$ cat config.mk
export PLATFORM = sky130hd
export DESIGN_NAME = run_watchdog
export DESIGN_NICKNAME = d
export VERILOG_FILES = /design/src/rtl/run_watchdog_pkg.sv /design/src/rtl/run_watchdog_sat_counter.sv /design/src/rtl/run_watchdog.sv
export SDC_FILE = /design/constraint.sdc
export NUM_CORES = 1
export LEC_CHECK = 0
export ABC_AREA = 1
export BUFFER_PORTS_ARGS = -buffer_cell sky130_fd_sc_hd__buf_2
export CAP_MARGIN = 20
export CORE_ASPECT_RATIO = 1.4
export CORE_UTILIZATION = 50
export DETAILED_ROUTE_END_ITERATION = 6
export GPL_ROUTABILITY_DRIVEN = 0
export HOLD_SLACK_MARGIN = 0.1
export PLACE_DENSITY_LB_ADDON = 0.15
export SYNTH_ARGS = -nofsm -noshare
export SYNTH_HDL_FRONTEND = slang
export SYNTH_HIERARCHICAL = 1
export SYNTH_SLANG_ARGS = --single-unit
$ cat constraint.sdc
create_clock -name clk -period 8.4 [get_ports clk]
set_clock_uncertainty 0.1 [all_clocks]
set_input_delay 0 -clock clk [delete_from_list [all_inputs] [get_ports clk]]
set_output_delay 0 -clock clk [all_outputs]
set_load 0.02 [all_outputs]
$ cat src/rtl/run_watchdog_pkg.sv
// rtl/run_watchdog_pkg.sv - shared types and constants for the run watchdog
package run_watchdog_pkg;

    typedef enum logic [2:0] {
        ST_RUN     = 3'd0,
        ST_DRAIN   = 3'd1,
        ST_HALT    = 3'd2,
        ST_ERROR   = 3'd3,
        ST_TIMEOUT = 3'd4,
        ST_HANG    = 3'd5
    } run_status_t;

    typedef enum logic [1:0] {
        S_RUN   = 2'd0,
        S_DRAIN = 2'd1,
        S_DONE  = 2'd2
    } wd_state_t;

    localparam int DEFAULT_DRAIN = 5;

endpackage

$ cat src/rtl/run_watchdog_sat_counter.sv
// rtl/run_watchdog_sat_counter.sv - up counter with clear that sticks at all-ones
module sat_counter #(
    parameter int W = 32
) (
    input  logic         clk,
    input  logic         rst,
    input  logic         clr,
    input  logic         en,
    output logic [W-1:0] cnt
);

    always_ff @(posedge clk or negedge rst) begin
        if (!rst) begin
            cnt <= '0;
        end else if (clr) begin
            cnt <= '0;
        end else if (en && (cnt != '1)) begin
            cnt <= cnt + W'(1);
        end
    end

endmodule

$ cat src/rtl/run_watchdog.sv
// rtl/run_watchdog.sv - decides when and why a simulation run ends
module run_watchdog
    import run_watchdog_pkg::*;
#(
    parameter int NUM_ERR      = 2,
    parameter int CNT_W        = 32,
    parameter int ORDER_W      = 64,
    parameter int DRAIN_CYCLES = DEFAULT_DRAIN
) (
    input  logic               clk,
    input  logic               rst,
    input  logic               commit_valid,
    input  logic [ORDER_W-1:0] commit_order,
    input  logic [31:0]        commit_pc_rdata,
    input  logic [31:0]        commit_pc_wdata,
    input  logic [NUM_ERR-1:0] err_in,
    input  logic [CNT_W-1:0]   timeout_limit,
    input  logic [CNT_W-1:0]   idle_limit,
    output logic               done,
    output logic [2:0]         status,
    output logic [NUM_ERR:0]   err_latched,
    output logic [CNT_W-1:0]   cycle_cnt,
    output logic [CNT_W-1:0]   commit_cnt
);

    wd_state_t          state_q, state_d;
    run_status_t        status_q, status_d;
    logic [NUM_ERR:0]   err_q, err_d;
    logic [CNT_W-1:0]   drain_q, drain_d;
    logic [ORDER_W-1:0] exp_q, exp_d;
    logic               done_q;
    logic [CNT_W-1:0]   idle_cnt;

    logic             active;
    logic             order_err;
    logic [NUM_ERR:0] err_src;
    logic             err_evt, halt_evt, timeout_evt, hang_evt;

    assign active    = (state_q != S_DONE);
    assign order_err = commit_valid && (commit_order != exp_q);
    assign err_src   = {order_err, err_in};
    assign err_evt   = |err_src;
    assign halt_evt  = commit_valid && (commit_pc_rdata == commit_pc_wdata);

    // Compare one bit wider so a saturated counter never wraps into a false match.
    assign timeout_evt = (timeout_limit != '0) &&
                         (({1'b0, cycle_cnt} + (CNT_W+1)'(1)) == {1'b0, timeout_limit});
    assign hang_evt    = (idle_limit != '0) && !commit_valid &&
                         (({1'b0, idle_cnt} + (CNT_W+1)'(1)) >= {1'b0, idle_limit});

    sat_counter #(.W(CNT_W)) u_cycle (
        .clk (clk), .rst (rst), .clr (1'b0), .en (active), .cnt (cycle_cnt)
    );

    sat_counter #(.W(CNT_W)) u_commit (
        .clk (clk), .rst (rst), .clr (1'b0), .en (active && commit_valid), .cnt (commit_cnt)
    );

    sat_counter #(.W(CNT_W)) u_idle (
        .clk (clk), .rst (rst), .clr (active && commit_valid), .en (active), .cnt (idle_cnt)
    );

    always_comb begin
        state_d  = state_q;
        status_d = status_q;
        err_d    = err_q;
        drain_d  = drain_q;
        exp_d    = exp_q;
        if (active && commit_valid) begin
            exp_d = commit_order + ORDER_W'(1);
        end
        case (state_q)
            S_RUN: begin
                if (err_evt) begin
                    err_d = err_q | err_src;
                    if (DRAIN_CYCLES == 0) begin
                        state_d  = S_DONE;
                        status_d = ST_ERROR;
                    end else begin
                        state_d  = S_DRAIN;
                        status_d = ST_DRAIN;
                        drain_d  = CNT_W'(DRAIN_CYCLES);
                    end
                end else if (halt_evt) begin
                    state_d  = S_DONE;
                    status_d = ST_HALT;
                end else if (timeout_evt) begin
                    state_d  = S_DONE;
                    status_d = ST_TIMEOUT;
                end else if (hang_evt) begin
                    state_d  = S_DONE;
                    status_d = ST_HANG;
                end
            end
            S_DRAIN: begin
                err_d = err_q | err_src;
                if (drain_q <= CNT_W'(1)) begin
                    state_d  = S_DONE;
                    status_d = ST_ERROR;
                end else begin
                    drain_d = drain_q - CNT_W'(1);
                end
            end
            S_DONE: begin
            end
            default: begin
                state_d = S_RUN;
            end
        endcase
    end

    always_ff @(posedge clk or negedge rst) begin
        if (!rst) begin
            state_q  <= S_RUN;
            status_q <= ST_RUN;
            err_q    <= '0;
            drain_q  <= '0;
            exp_q    <= '0;
            done_q   <= 1'b0;
        end else begin
            state_q  <= state_d;
            status_q <= status_d;
            err_q    <= err_d;
            drain_q  <= drain_d;
            exp_q    <= exp_d;
            done_q   <= (state_d == S_DONE);
        end
    end

    assign done        = done_q;
    assign status      = status_q;
    assign err_latched = err_q;

endmodule

==> metrics.md, run 1 <==
| Metric | Value |
|---|---|
| Status | `finished with violations` |
| Failing checks | `design-rule violations` |
| Port buffer count | `267` |
| H-tree depth | `1` |
| CP Max Fanout | `6` |
| DRC violations left | `1` |
| Slew @ Worst Pin | `0.913 ns` |
| Post-CTS setup buffers | `0` |
| Top-count cell post-synth | `nand2_1` |
| Synth top area share | `0.275` |
| Pwr Density | `110 mW/mm^2` |
| Setup TNS | `0 ns` |
| Max Buffers Root-to-Sink | `3` |
| Area grow syn2layout | `21.7%` |
| Top_reg_cell synth | `dfrtp_1` |
| Num CTS Buffers | `24` |
| Final worst-path cycle share | `0.517` |
| # rows | `82` |
| Crit path arrival time | `4.73 ns` |
| Synth Area in Adders | `0.0273` |
| RSZ-0062 raised after global routing | `no` |
| # IOs | `268` |
| Via count | `20500` |
| DR WL/cell | `16.0 um` |
| RR Startpoint | `u_idle/cnt[1]$_DFFE_PN0P_` |
| Peak supply drop | `0.148 mV` |
| Vias per inst | `5.42` |
| Unique cell type count in the Yosys netlist | `52` |
| FFs w/ async S/R, synth | `1.00` |
| Final setup viols | `0` |
| Synth Area in Compound Gates | `0.0564` |
| Crit path time final | `4.35 ns` |
| Area contributors post-synth | `dfrtp_1 (27%), nand2_1 (19%), nor2_1 (8.6%), inv_1 (6.7%), xor2_1 (5.9%)` |
| Ys Warns | `6` |
| Syn Std Cell Area | `0.0183 mm^2` |
| Synth Area in Simple Gates | `0.454` |
| Synth top cells by count | `nand2_1 (918), nor2_1 (420), inv_1 (329), nand3_1 (213), dfrtp_1 (201)` |
| Filler cell count | `3389` |
| Share of cells above drive strength 1 | `0.131` |
| Cts repair resizes | `0` |
| Sink Count | `201` |
| Max cap viols | `0` |
| Core ar. | `0.0359 mm^2` |
| First-pass GRT wire length | `96.3 mm` |
| Yosys reg bits | `201` |
| Critical Path RT | `8.78 ns` |
| Drt pass-1 iters | `7` |
| Cell accounting for the most synthesized area | `dfrtp_1` |
| Initial cell density of the core | `0.510` |
| Die Ht | `228 um` |
| Pins Over Slew Limit | `0` |
| WP buf/inv | `3` |
| Fmax | `0.230 GHz` |
| Slowest cell on the critical path | `dlygate4sd3_1` |
| Max-slew headroom | `0.391` |
| Layout Cell Area excl Fill | `0.0223 mm^2` |
| CP max stage delay | `0.55 ns` |
| LEAKAGE | `10.9 nW` |
| Worst-Skew Late Latency | `0.55 ns` |
| Mapped Cells | `2897` |
| Total power | `2.45 mW` |
| Vias in the first global route | `19500` |
| Largest family of logic cells by synthesized area | `simple AND/OR/NAND/NOR gates` |
| Clock slew at reported path FFs | `0.06 ns` |
| WS Path Type | `reg2reg` |
| GRT Residual Overflow | `0` |
| CP delay by family, top | `simple AND/OR/NAND/NOR gates` |
| Drt first-iter violations | `1590` |
| Largest net degree at the start of global routing | `87` |
| Fraction of synthesized cell area in xor and xnor cells | `0.102` |
| Area after DPL | `0.0200 mm^2` |
| TritonCTS clock tree | `done` |
| Routed WL | `60.4 mm` |
| Mapped Avg Cell Area | `6.32 um^2` |
| CP Launch Type | `register` |
| Post-synth EDFFs | `0` |
| Antenna violations before repair | `12` |
| Die width | `164 um` |
| Root Buffer | `clkbuf_16` |
| HPWL after DPL | `45.1 mm` |
| Tot GR Track Use | `0.322` |
| Min-delay src | `err_in[1]` |
| Layout net count | `3539` |
| Multi-input gate area | `0.0118 mm^2` |
| Hold WC Path Type | `in2reg` |
| Reg area | `0.00503 mm^2` |
| CP endpoint kind | `register` |
| Layout Utilization | `0.621` |
| Fin. Hold Viols | `0` |
| Post-DRT Antenna Nets | `0` |
| Die Footprint | `0.0374 mm^2` |
| Mux cell area share after synthesis | `0` |
| Register area share after synthesis | `0.275` |
| Crit. Startpoint | `u_idle/cnt[1]$_DFFE_PN0P_` |
==> cell usage in the layout (no fill, tap or decap), types with 5 or more instances in the layout <==
cell type,instances
dlygate4sd3_1,142
o21ai_0,87
nor2_1,420
ha_1,40
nor2_4,15
a21oi_1,27
nor4_1,20
nand2_2,23
buf_4,8
nand2_4,13
o21ai_1,37
inv_1,329
nand2_1,917
xor2_1,124
and2_1,7
nand3_2,7
or2_2,15
xnor2_1,90
buf_2,266
clkbuf_8,7
nor2_2,24
nand3_1,213
o2111ai_1,5
o21bai_1,5
clkbuf_16,25
a31oi_1,6
nand3b_1,15
nand4_1,99
dfrtp_1,201
nor3_1,57
inv_2,11
conb_1,10
clkbuf_1,5
==> worst reg2reg max path: cells and delay by family (launching register included) <==
family	cells	cell delay, ns
simple gates	18	2.05
buf+inv	3	0.69
fa+ha+maj	2	0.52
flops	1	0.45
compound gates	2	0.35
xor+xnor	1	0.14
==> state kept, by name, summed over array words and instances, names as in the netlist <==
signal	flops
status	3
drain_q	32
state_q	2
u_idle/cnt	32
err_latched	3
exp_q	64
u_cycle/cnt	32
done	1
u_commit/cnt	32
==> stage by stage <==
step / setup WS (ns) / instances / hold WS [ns]
final: 4.05 / 3784 / 0.168
after global routing: 3.63 / 3783 / 0.206
after CTS: 4.04 / 3779 / 0.147
after detailed placement: 4.53 / 3594 / 0.0176
after global placement: 4.67 / 3594 / 0.0248
after floorplan: 5.01 / 2906 / -0.396
==> metal layers <==
layer | share of wire | vias to the layer above | GRT usage
li1 | - | 10000 | -
met1 | 0.39 | 9379 | 0.375
met2 | 0.48 | 827 | 0.553
met3 | 0.067 | 230 | 0.0465
met4 | 0.064 | 16 | 0.189
met5 | 0.0017 | - | 0
==> logic make-up after synthesis <==
| kind of cell | Yosys count |
|---|---|
| AO/OA/AOI/OAI | 188 |
| XOR/XNOR | 214 |
| adder cells (fa/ha/maj) | 40 |
| buffers and inverters | 388 |
| flip-flops | 201 |
| other | 1 |
| AND/OR/NAND/NOR | 1865 |
==> worst paths after layout <==
path | end | slack [ns] | cells after the start
worst max-delay path | done$_DFF_PN0_ | 4.05 | 26
worst min-delay path | err_latched[1]$_DFFE_PN0P_ | 0.17 | 3
worst max register to register | done$_DFF_PN0_ | 4.05 | 26
worst min register to register | err_latched[0]$_DFFE_PN0P_ | 0.40 | 2
max in group asynchronous | u_cycle/cnt[18]$_DFFE_PN0P_ | 6.84 | 4
min in group asynchronous | u_idle/cnt[2]$_DFFE_PN0P_ | 0.58 | 4
==> final cells by class <==
class,instances,area share
sequential,201,0.226
inverter,340,0.0572
multi-input combinational,2317,0.528
clock inverter,6,0.00275
tap,462,0.0259
timing repair buffer,418,0.128
antenna,4,0.000449
clock buffer,36,0.0326
==> power by group <==
part	total, mW	internal (mW)	switching [mW]
Sequential	1.02	0.998	0.0231
Clock	1.06	0.625	0.440
Combinational	0.364	0.160	0.204
==> what timing repair did <==
action / CTS / global route
endpoints found under the setup margin: 0 / 0
hold buffers: 143 / 0
endpoints found under the hold margin: 157 / 0
Note: power is estimated with default switching activity, not from simulation.
==> inputs of run 2 (changes only) <==
clock period = 4.4 ns   (was 8.4 ns; I/O delays follow)
==> metrics.md, run 2 (synthesis results as in run 1) <==
| Metric | Value |
|---|---|
| # rows | `82 (unchanged)` |
| LEAKAGE | `11.0 nW (was 10.9 nW)` |
| Drt first-iter violations | `1465 (was 1590)` |
| Net Sw Power | `1.27 mW (was 0.666 mW)` |
| Routed WL | `61.2 mm (was 60.4 mm)` |
| Core ar. | `0.0359 mm^2 (unchanged)` |
| Fin. Hold Viols | `0 (unchanged)` |
| Sink Count | `201 (unchanged)` |
| Cts repair resizes | `0 (unchanged)` |
| Area grow syn2layout | `22.0% (was 21.7%)` |
| Initial cell density of the core | `0.510 (unchanged)` |
| DRC violations left | `0 (was 1)` |
| Internal Dissipation | `3.49 mW (was 1.78 mW)` |
| Hold WC Path Type | `in2reg (unchanged)` |
| Die Footprint | `0.0374 mm^2 (unchanged)` |
| Max-slew headroom | `0.402 (was 0.391)` |
| RSZ-0062 raised after global routing | `no (unchanged)` |
| Vias per inst | `5.44 (was 5.42)` |
| Pins Over Slew Limit | `0 (unchanged)` |
| Tot GR Track Use | `0.324 (was 0.322)` |
| Port buffer count | `267 (unchanged)` |
| Peak supply drop | `0.297 mV (was 0.148 mV)` |
| Sw Ratio | `0.266 (was 0.272)` |
| Crit path time final | `3.91 ns (was 4.35 ns)` |
| Most frequent cells in the layout | `nand2_1 (917), nor2_1 (420), inv_1 (329), buf_2 (266), nand3_1 (213) (unchanged)` |
| Area after DPL | `0.0201 mm^2 (was 0.0200 mm^2)` |
| Max cap viols | `0 (unchanged)` |
| CP Max Fanout | `6 (unchanged)` |
| Die width | `164 um (unchanged)` |
| Pwr Density | `213 mW/mm^2 (was 110 mW/mm^2)` |
| DR WL/cell | `16.2 um (was 16.0 um)` |
| Most common cell after layout, fill and taps aside | `nand2_1 (unchanged)` |
| RR Startpoint | `u_idle/cnt[1]$_DFFE_PN0P_ (unchanged)` |
| Worst-Skew Late Latency | `0.55 ns (about the same)` |
| R2r setup slk | `0.49 ns (was 4.05 ns)` |
| Layout net count | `3539 (unchanged)` |
| First-pass GRT wire length | `97.5 mm (was 96.3 mm)` |
| Final setup viols | `0 (unchanged)` |
| Filler cell count | `3373 (was 3389)` |
| Crit. Startpoint | `u_idle/cnt[1]$_DFFE_PN0P_ (unchanged)` |
| Largest net degree at the start of global routing | `151 (was 87)` |
| Largest reg by FF count | `exp_q (unchanged)` |
| Final Non-Filler Cells | `3787 (was 3784)` |
| # IOs | `268 (unchanged)` |
| Num CTS Buffers | `24 (unchanged)` |
| Antenna violations before repair | `12 (unchanged)` |
| GRT Residual Overflow | `0 (unchanged)` |
| Placed insts | `3597 (was 3594)` |
| Combinational Power Share | `0.148 (was 0.149)` |
| Layout Cell Area excl Fill | `0.0223 mm^2 (about the same)` |
| Root Buffer | `clkbuf_16 (unchanged)` |
| Max reg flops | `64 (unchanged)` |
| Clock slew at reported path FFs | `0.06 ns (about the same)` |
| HPWL after DPL | `45.3 mm (was 45.1 mm)` |
| Status | `completed (was finished with violations)` |
| Reg area | `0.00503 mm^2 (unchanged)` |
| TritonCTS clock tree | `done (unchanged)` |
| Max Buffers Root-to-Sink | `3 (unchanged)` |
| Setup TNS | `0 ns (unchanged)` |
| Via count | `20600 (was 20500)` |
| Clk pwr share | `0.443 (was 0.435)` |
| WS Path Type | `reg2reg (unchanged)` |
| Fmax | `0.256 GHz (was 0.230 GHz)` |
| CP Launch Type | `register (unchanged)` |
| R2r endpoint | `status[1]$_DFFE_PN0P_ (was done$_DFF_PN0_)` |
| Post-DRT Antenna Nets | `0 (unchanged)` |
| Vias in the first global route | `19900 (was 19500)` |
| Critical Path RT | `4.74 ns (was 8.78 ns)` |
| Crit path arrival time | `4.24 ns (was 4.73 ns)` |
| Share of cells above drive strength 1 | `0.132 (was 0.131)` |
| Slew @ Worst Pin | `0.897 ns (was 0.913 ns)` |
| Drt pass-1 iters | `6 (was 7)` |
| Multi-input gate area | `0.0118 mm^2 (unchanged)` |
| Sequential cell fraction of total power | `0.410 (was 0.417)` |
| H-tree depth | `1 (unchanged)` |
| Worst setup endpoint | `status[1]$_DFFE_PN0P_ (was done$_DFF_PN0_)` |
| Die Ht | `228 um (unchanged)` |
| Final worst-path cycle share | `0.888 (was 0.517)` |
| R2R cell count | `26 (unchanged)` |
| CP endpoint kind | `register (unchanged)` |
run 2: cell count changes in the layout (fill, tap and decap cells not counted), sizes merged:
cell,delta
diode,+2
buf,+2
clkinvlp,-1
clkbuf,-1
clkinv,+1
dlygate4sd3,-2
bufinv,+2
run 2: power by group through the flow:
stage | combinational [mW] | sequential [mW] | clock (mW)
floorplan | 0.325 | 1.97 | 0
global placement | 0.572 | 1.98 | 0
detailed placement | 0.585 | 1.98 | 0
CTS | 0.683 | 1.95 | 2.14
global route | 0.771 | 1.95 | 2.22
finish | 0.702 | 1.95 | 2.11
run 2: worst min-delay path by stage:
| stage | startpoint | end | cells past startpoint | slack, ns |
|---|---|---|---|---|
| 3_3_place_gp | rst | u_idle/cnt[2]$_DFFE_PN0P_ | 1 | -0.11 |
| 5_1_grt | err_in[1] | err_latched[1]$_DFFE_PN0P_ | 3 | 0.18 |
| 2_1_floorplan | rst | done$_DFF_PN0_ | 0 | -0.40 |
| 6_report | err_in[1] | err_latched[1]$_DFFE_PN0P_ | 3 | 0.17 |
| 4_1_cts | err_in[1] | err_latched[1]$_DFFE_PN0P_ | 3 | 0.14 |
| 3_5_place_dp | rst | u_idle/cnt[10]$_DFFE_PN0P_ | 1 | -0.10 |
run 2: worst max-delay path, stage by stage (launching register included):
cell and delay (ns):
dfrtp_1 0.45, ha_1 0.21, nand2_1 0.08, nor2_2 0.17, nand2_2 0.08, nor3_4 0.20
nand2_2 0.13, nor2_4 0.13, nand3_2 0.12, nor3_4 0.20, nand2_2 0.11, nor2_2 0.14
nand3_1 0.10, xor2_1 0.14, inv_1 0.06, ha_1 0.32, nand4_1 0.10, inv_1 0.07
nand4_1 0.08, o31ai_1 0.22, nor2_1 0.07, nand2_1 0.08, nand2_1 0.10, nand3_2 0.12
nand2_4 0.08, nand3_1 0.09, nand2_1 0.06
run 2: through the flow:
stage / utilization / hold slack (ns) / setup WS [ns] / power (mW)
after floorplan: - / -0.396 / 1.01 / 2.30
after global placement: 0.559 / -0.106 / 0.660 / 2.55
after detailed placement: 0.559 / -0.101 / 0.504 / 2.56
after CTS: 0.622 / 0.136 / 0.511 / 4.76
after global routing: 0.622 / 0.181 / 0.110 / 4.94
final: 0.622 / 0.174 / 0.494 / 4.76
run 2: area by class of cell:
class | instances | area share
multi-input combinational | 2317 | 0.527
sequential | 201 | 0.225
timing repair buffer | 418 | 0.128
inverter | 340 | 0.0571
clock buffer | 35 | 0.0315
tap | 462 | 0.0259
clock inverter | 8 | 0.00515
antenna | 6 | 0.000672
run 2: per-layer routing:
metal	share of wire	vias to the layer above	GRT usage	wire length [um]
li1	-	10000	-	-
met1	0.39	9453	0.377	23900
met2	0.48	878	0.564	29400
met3	0.066	242	0.0439	4020
met4	0.062	12	0.183	3790
met5	0.0013	-	0	80
run 2: what timing repair did:
action / CTS / global route
hold buffers: 141 / 0
buffers inserted: 0 / 0
hold endpoints to repair: 291 / 0
==> inputs of run 3 (changes only) <==
ABC_AREA = not set   (was 1)
==> metrics.md, run 3 <==
| Metric | Value |
|---|---|
| Status | `completed (unchanged)` |
| Die Ht | `204 um (was 228 um)` |
| Area grow syn2layout | `26.7% (was 22.0%)` |
| CP Max Fanout | `7 (was 6)` |
| Ant. Diodes | `0 (was 6)` |
| Die width | `146 um (was 164 um)` |
| Post-DRT Antenna Nets | `0 (unchanged)` |
| Vias in the first global route | `14100 (was 19900)` |
| FFs w/ async S/R, synth | `1.00 (unchanged)` |
| Fmax | `0.243 GHz (was 0.256 GHz)` |
| Crit path arrival time | `4.40 ns (was 4.24 ns)` |
| Via count | `14200 (was 20600)` |
| H-tree depth | `1 (unchanged)` |
| Pwr Density | `238 mW/mm^2 (was 213 mW/mm^2)` |
| GRT Residual Overflow | `0 (unchanged)` |
| Routed WL | `43.3 mm (was 61.2 mm)` |
| Total power | `4.39 mW (was 4.76 mW)` |
| # rows | `73 (was 82)` |
| Clock slew at reported path FFs | `0.06 ns (about the same)` |
| Num CTS Buffers | `23 (was 24)` |
| Share of cells above drive strength 1 | `0.185 (was 0.132)` |
| CP Launch Type | `register (unchanged)` |
| Layout Utilization | `0.648 (was 0.622)` |
| Most frequent cells in the layout | `buf_2 (266), xnor2_1 (202), dfrtp_1 (200), nand2_1 (172), nor2_1 (150) (was nand2_1 (917), nor2_1 (420), inv_1 (329), buf_2 (266), nand3_1 (213))` |
| Max Buffers Root-to-Sink | `3 (unchanged)` |
| Area contributors post-synth | `dfrtp_1 (35%), xnor2_1 (12%), xor2_1 (5.1%), nand2_1 (4.5%), nor2_1 (3.9%) (was dfrtp_1 (27%), nand2_1 (19%), nor2_1 (8.6%), inv_1 (6.7%), xor2_1 (5.9%))` |
| Top-count cell post-synth | `xnor2_1 (was nand2_1)` |
| Peak supply drop | `0.234 mV (was 0.297 mV)` |
| Cell accounting for the most synthesized area | `dfrtp_1 (unchanged)` |
| WS Path Type | `reg2reg (unchanged)` |
| Slew @ Worst Pin | `1.08 ns (was 0.897 ns)` |
| Worst-Skew Late Latency | `0.53 ns (was 0.55 ns)` |
| CP max stage delay | `0.45 ns (about the same)` |
| Synth top area share | `0.345 (was 0.275)` |
| Synth top cells by count | `xnor2_1 (202), dfrtp_1 (201), nand2_1 (173), nor2_1 (150), nand3_1 (93) (was nand2_1 (918), nor2_1 (420), inv_1 (329), nand3_1 (213), dfrtp_1 (201))` |
| Most common cell after layout, fill and taps aside | `buf_2 (was nand2_1)` |
| Yosys reg bits | `201 (unchanged)` |
| Fin. Hold Viols | `0 (unchanged)` |
| Root Buffer | `clkbuf_16 (unchanged)` |
| Pins Over Slew Limit | `0 (unchanged)` |
| DR WL/cell | `17.4 um (was 16.2 um)` |
| Register area share after synthesis | `0.345 (was 0.275)` |
| Hold WC Path Type | `in2reg (unchanged)` |
| CP Cell Sequence | `ha_1, nand3_1, or3_4, nor4_2, buf_4, nand3_1, xnor2_1, ha_1, nand4_1, nor2_1, a221oi_1, nand4_1, o2111ai_1, a211o_1, o311ai_4, a31oi_2, o22ai_1` |
| Ys Warns | `6 (unchanged)` |
| Max cap viols | `0 (unchanged)` |
| CP endpoint kind | `register (unchanged)` |
| Vias per inst | `5.70 (was 5.44)` |
| Mapped Avg Cell Area | `8.53 um^2 (was 6.32 um^2)` |
| Antenna violations before repair | `0 (was 12)` |
| Core ar. | `0.0285 mm^2 (was 0.0359 mm^2)` |
| Tot GR Track Use | `0.288 (was 0.324)` |
| Max reg flops | `64 (unchanged)` |
| # IOs | `268 (unchanged)` |
| First-pass GRT wire length | `69.7 mm (was 97.5 mm)` |
| Drt pass-1 iters | `5 (was 6)` |
| Top_reg_cell synth | `dfrtp_1 (unchanged)` |
| Largest net degree at the start of global routing | `128 (was 151)` |
| Largest reg by FF count | `exp_q (unchanged)` |
| Initial cell density of the core | `0.512 (was 0.510)` |
| Sink Count | `201 (unchanged)` |
| Drt first-iter violations | `651 (was 1465)` |
| Critical Path RT | `4.69 ns (was 4.74 ns)` |
| Layout net count | `2335 (was 3539)` |
| TritonCTS clock tree | `done (unchanged)` |
| Max-slew headroom | `0.277 (was 0.402)` |
| Final worst-path cycle share | `0.934 (was 0.888)` |
| Slowest cell on the critical path | `or3_4 (was dfrtp_1)` |
| Port buffer count | `267 (unchanged)` |
| DRC violations left | `0 (unchanged)` |
| Die Footprint | `0.0299 mm^2 (was 0.0374 mm^2)` |
| Syn Std Cell Area | `0.0146 mm^2 (was 0.0183 mm^2)` |
| Crit path time final | `4.11 ns (was 3.91 ns)` |
| Final setup viols | `0 (unchanged)` |
| Post-synth EDFFs | `0 (unchanged)` |
| LEAKAGE | `7.92 nW (was 11.0 nW)` |
| HPWL after DPL | `30.8 mm (was 45.3 mm)` |
| Mapped Cells | `1709 (was 2897)` |
| Unique cell type count in the Yosys netlist | `67 (was 52)` |
==> run 3: changes by cell type in the layout (fill, tap and decap cells not counted), sizes merged, moves of 41 or more <==
cell	delta
nor2	-312
nand2	-783
nor4	+41
inv	-272
xnor2	+112
nand3	-124
and3	+51
==> run 3: layer usage <==
metal,global-route usage,up-vias,part of all wire
li1,-,6873,-
met1,0.332,6747,0.40
met2,0.538,460,0.52
met3,0.0326,101,0.047
met4,0.116,0,0.036
met5,0,-,0
==> run 3: what timing repair did <==
action,CTS,global route
buffers inserted,0,1
hold buffers,122,0
resized for setup,1,5
endpoints found under the hold margin,182,0
pin swaps,0,2
setup endpoints to repair,3,5
==> run 3: kinds of logic (layout without fill, tap and decap cells) <==
family | count (synthesis) | after routing | share of synthesized area
buffers and inverters | 122 | 520 | 0.0328
flip-flops | 201 | 201 | 0.345
multiplexers | 25 | 25 | 0.0196
other | 1 | 8 | 0.000257
XOR/XNOR | 287 | 287 | 0.172
AO/OA/AOI/OAI | 250 | 250 | 0.110
adder cells (fa/ha/maj) | 40 | 40 | 0.0343
AND/OR/NAND/NOR | 783 | 783 | 0.285
==> run 3: path summary, 6_finish.rpt <==
check | startpoint | endpoint | slack [ns] | cells past startpoint
hold / removal | commit_pc_rdata[21] | status[0]$_DFFE_PN0P_ | 0.16 | 6
min in group asynchronous | rst | exp_q[37]$_DFFE_PN0P_ | 0.41 | 3
max in group asynchronous | rst | u_idle/cnt[23]$_DFFE_PN0P_ | 2.95 | 4
setup reg to reg | u_idle/cnt[1]$_DFFE_PN0P_ | done$_DFF_PN0_ | 0.29 | 17
setup / recovery | u_idle/cnt[1]$_DFFE_PN0P_ | done$_DFF_PN0_ | 0.29 | 17
hold reg to reg | err_latched[1]$_DFFE_PN0P_ | err_latched[1]$_DFFE_PN0P_ | 0.36 | 1
==> run 3: power by group <==
| part | switching [mW] | internal (mW) | total, mW | leakage [nW] |
|---|---|---|---|---|
| combinational | 0.244 | 0.238 | 0.482 | 4.92 |
| sequential | 0.000188 | 1.85 | 1.85 | 2.59 |
| clock | 0.806 | 1.25 | 2.06 | 0.406 |
==> run 3: metrics by stage <==
step / setup TNS, ns / std cells / hold slack, ns / worst slack, ns / cell area, um^2
after detailed placement: -0.00572 / 2325 / 0.0750 / -0.00572 / 16400
final: 0 / 2489 / 0.156 / 0.290 / 18500
after floorplan: 0 / 1716 / -0.396 / 0.122 / 14600
after global placement: 0 / 2325 / 0.0834 / 0.0989 / 16400
after CTS: 0 / 2488 / 0.137 / 0.0842 / 18400
after global routing: -0.0993 / 2489 / 0.184 / -0.0407 / 18500
==> run 3: cell type report <==
class                      instances  area (um^2)
sequential                       201         5030
fill                            2421        10000
clock buffer                      31          676
clock inverter                    10          133
tap                              375          469
inverter                          67          251
multi-input combinational       1393         9140
timing repair buffer             412         2770
==> run 3: worst max-delay path: cells and delay by family, from the launching register on <==
family	cells	cell delay, ns
AOI/OAI and AO/OA	6	1.22
adders and majority gates	2	0.51
buffers and inverters	1	0.19
xor gates and xnor gates	1	0.15
DFF	1	0.42
and+or+nand+nor	7	1.38
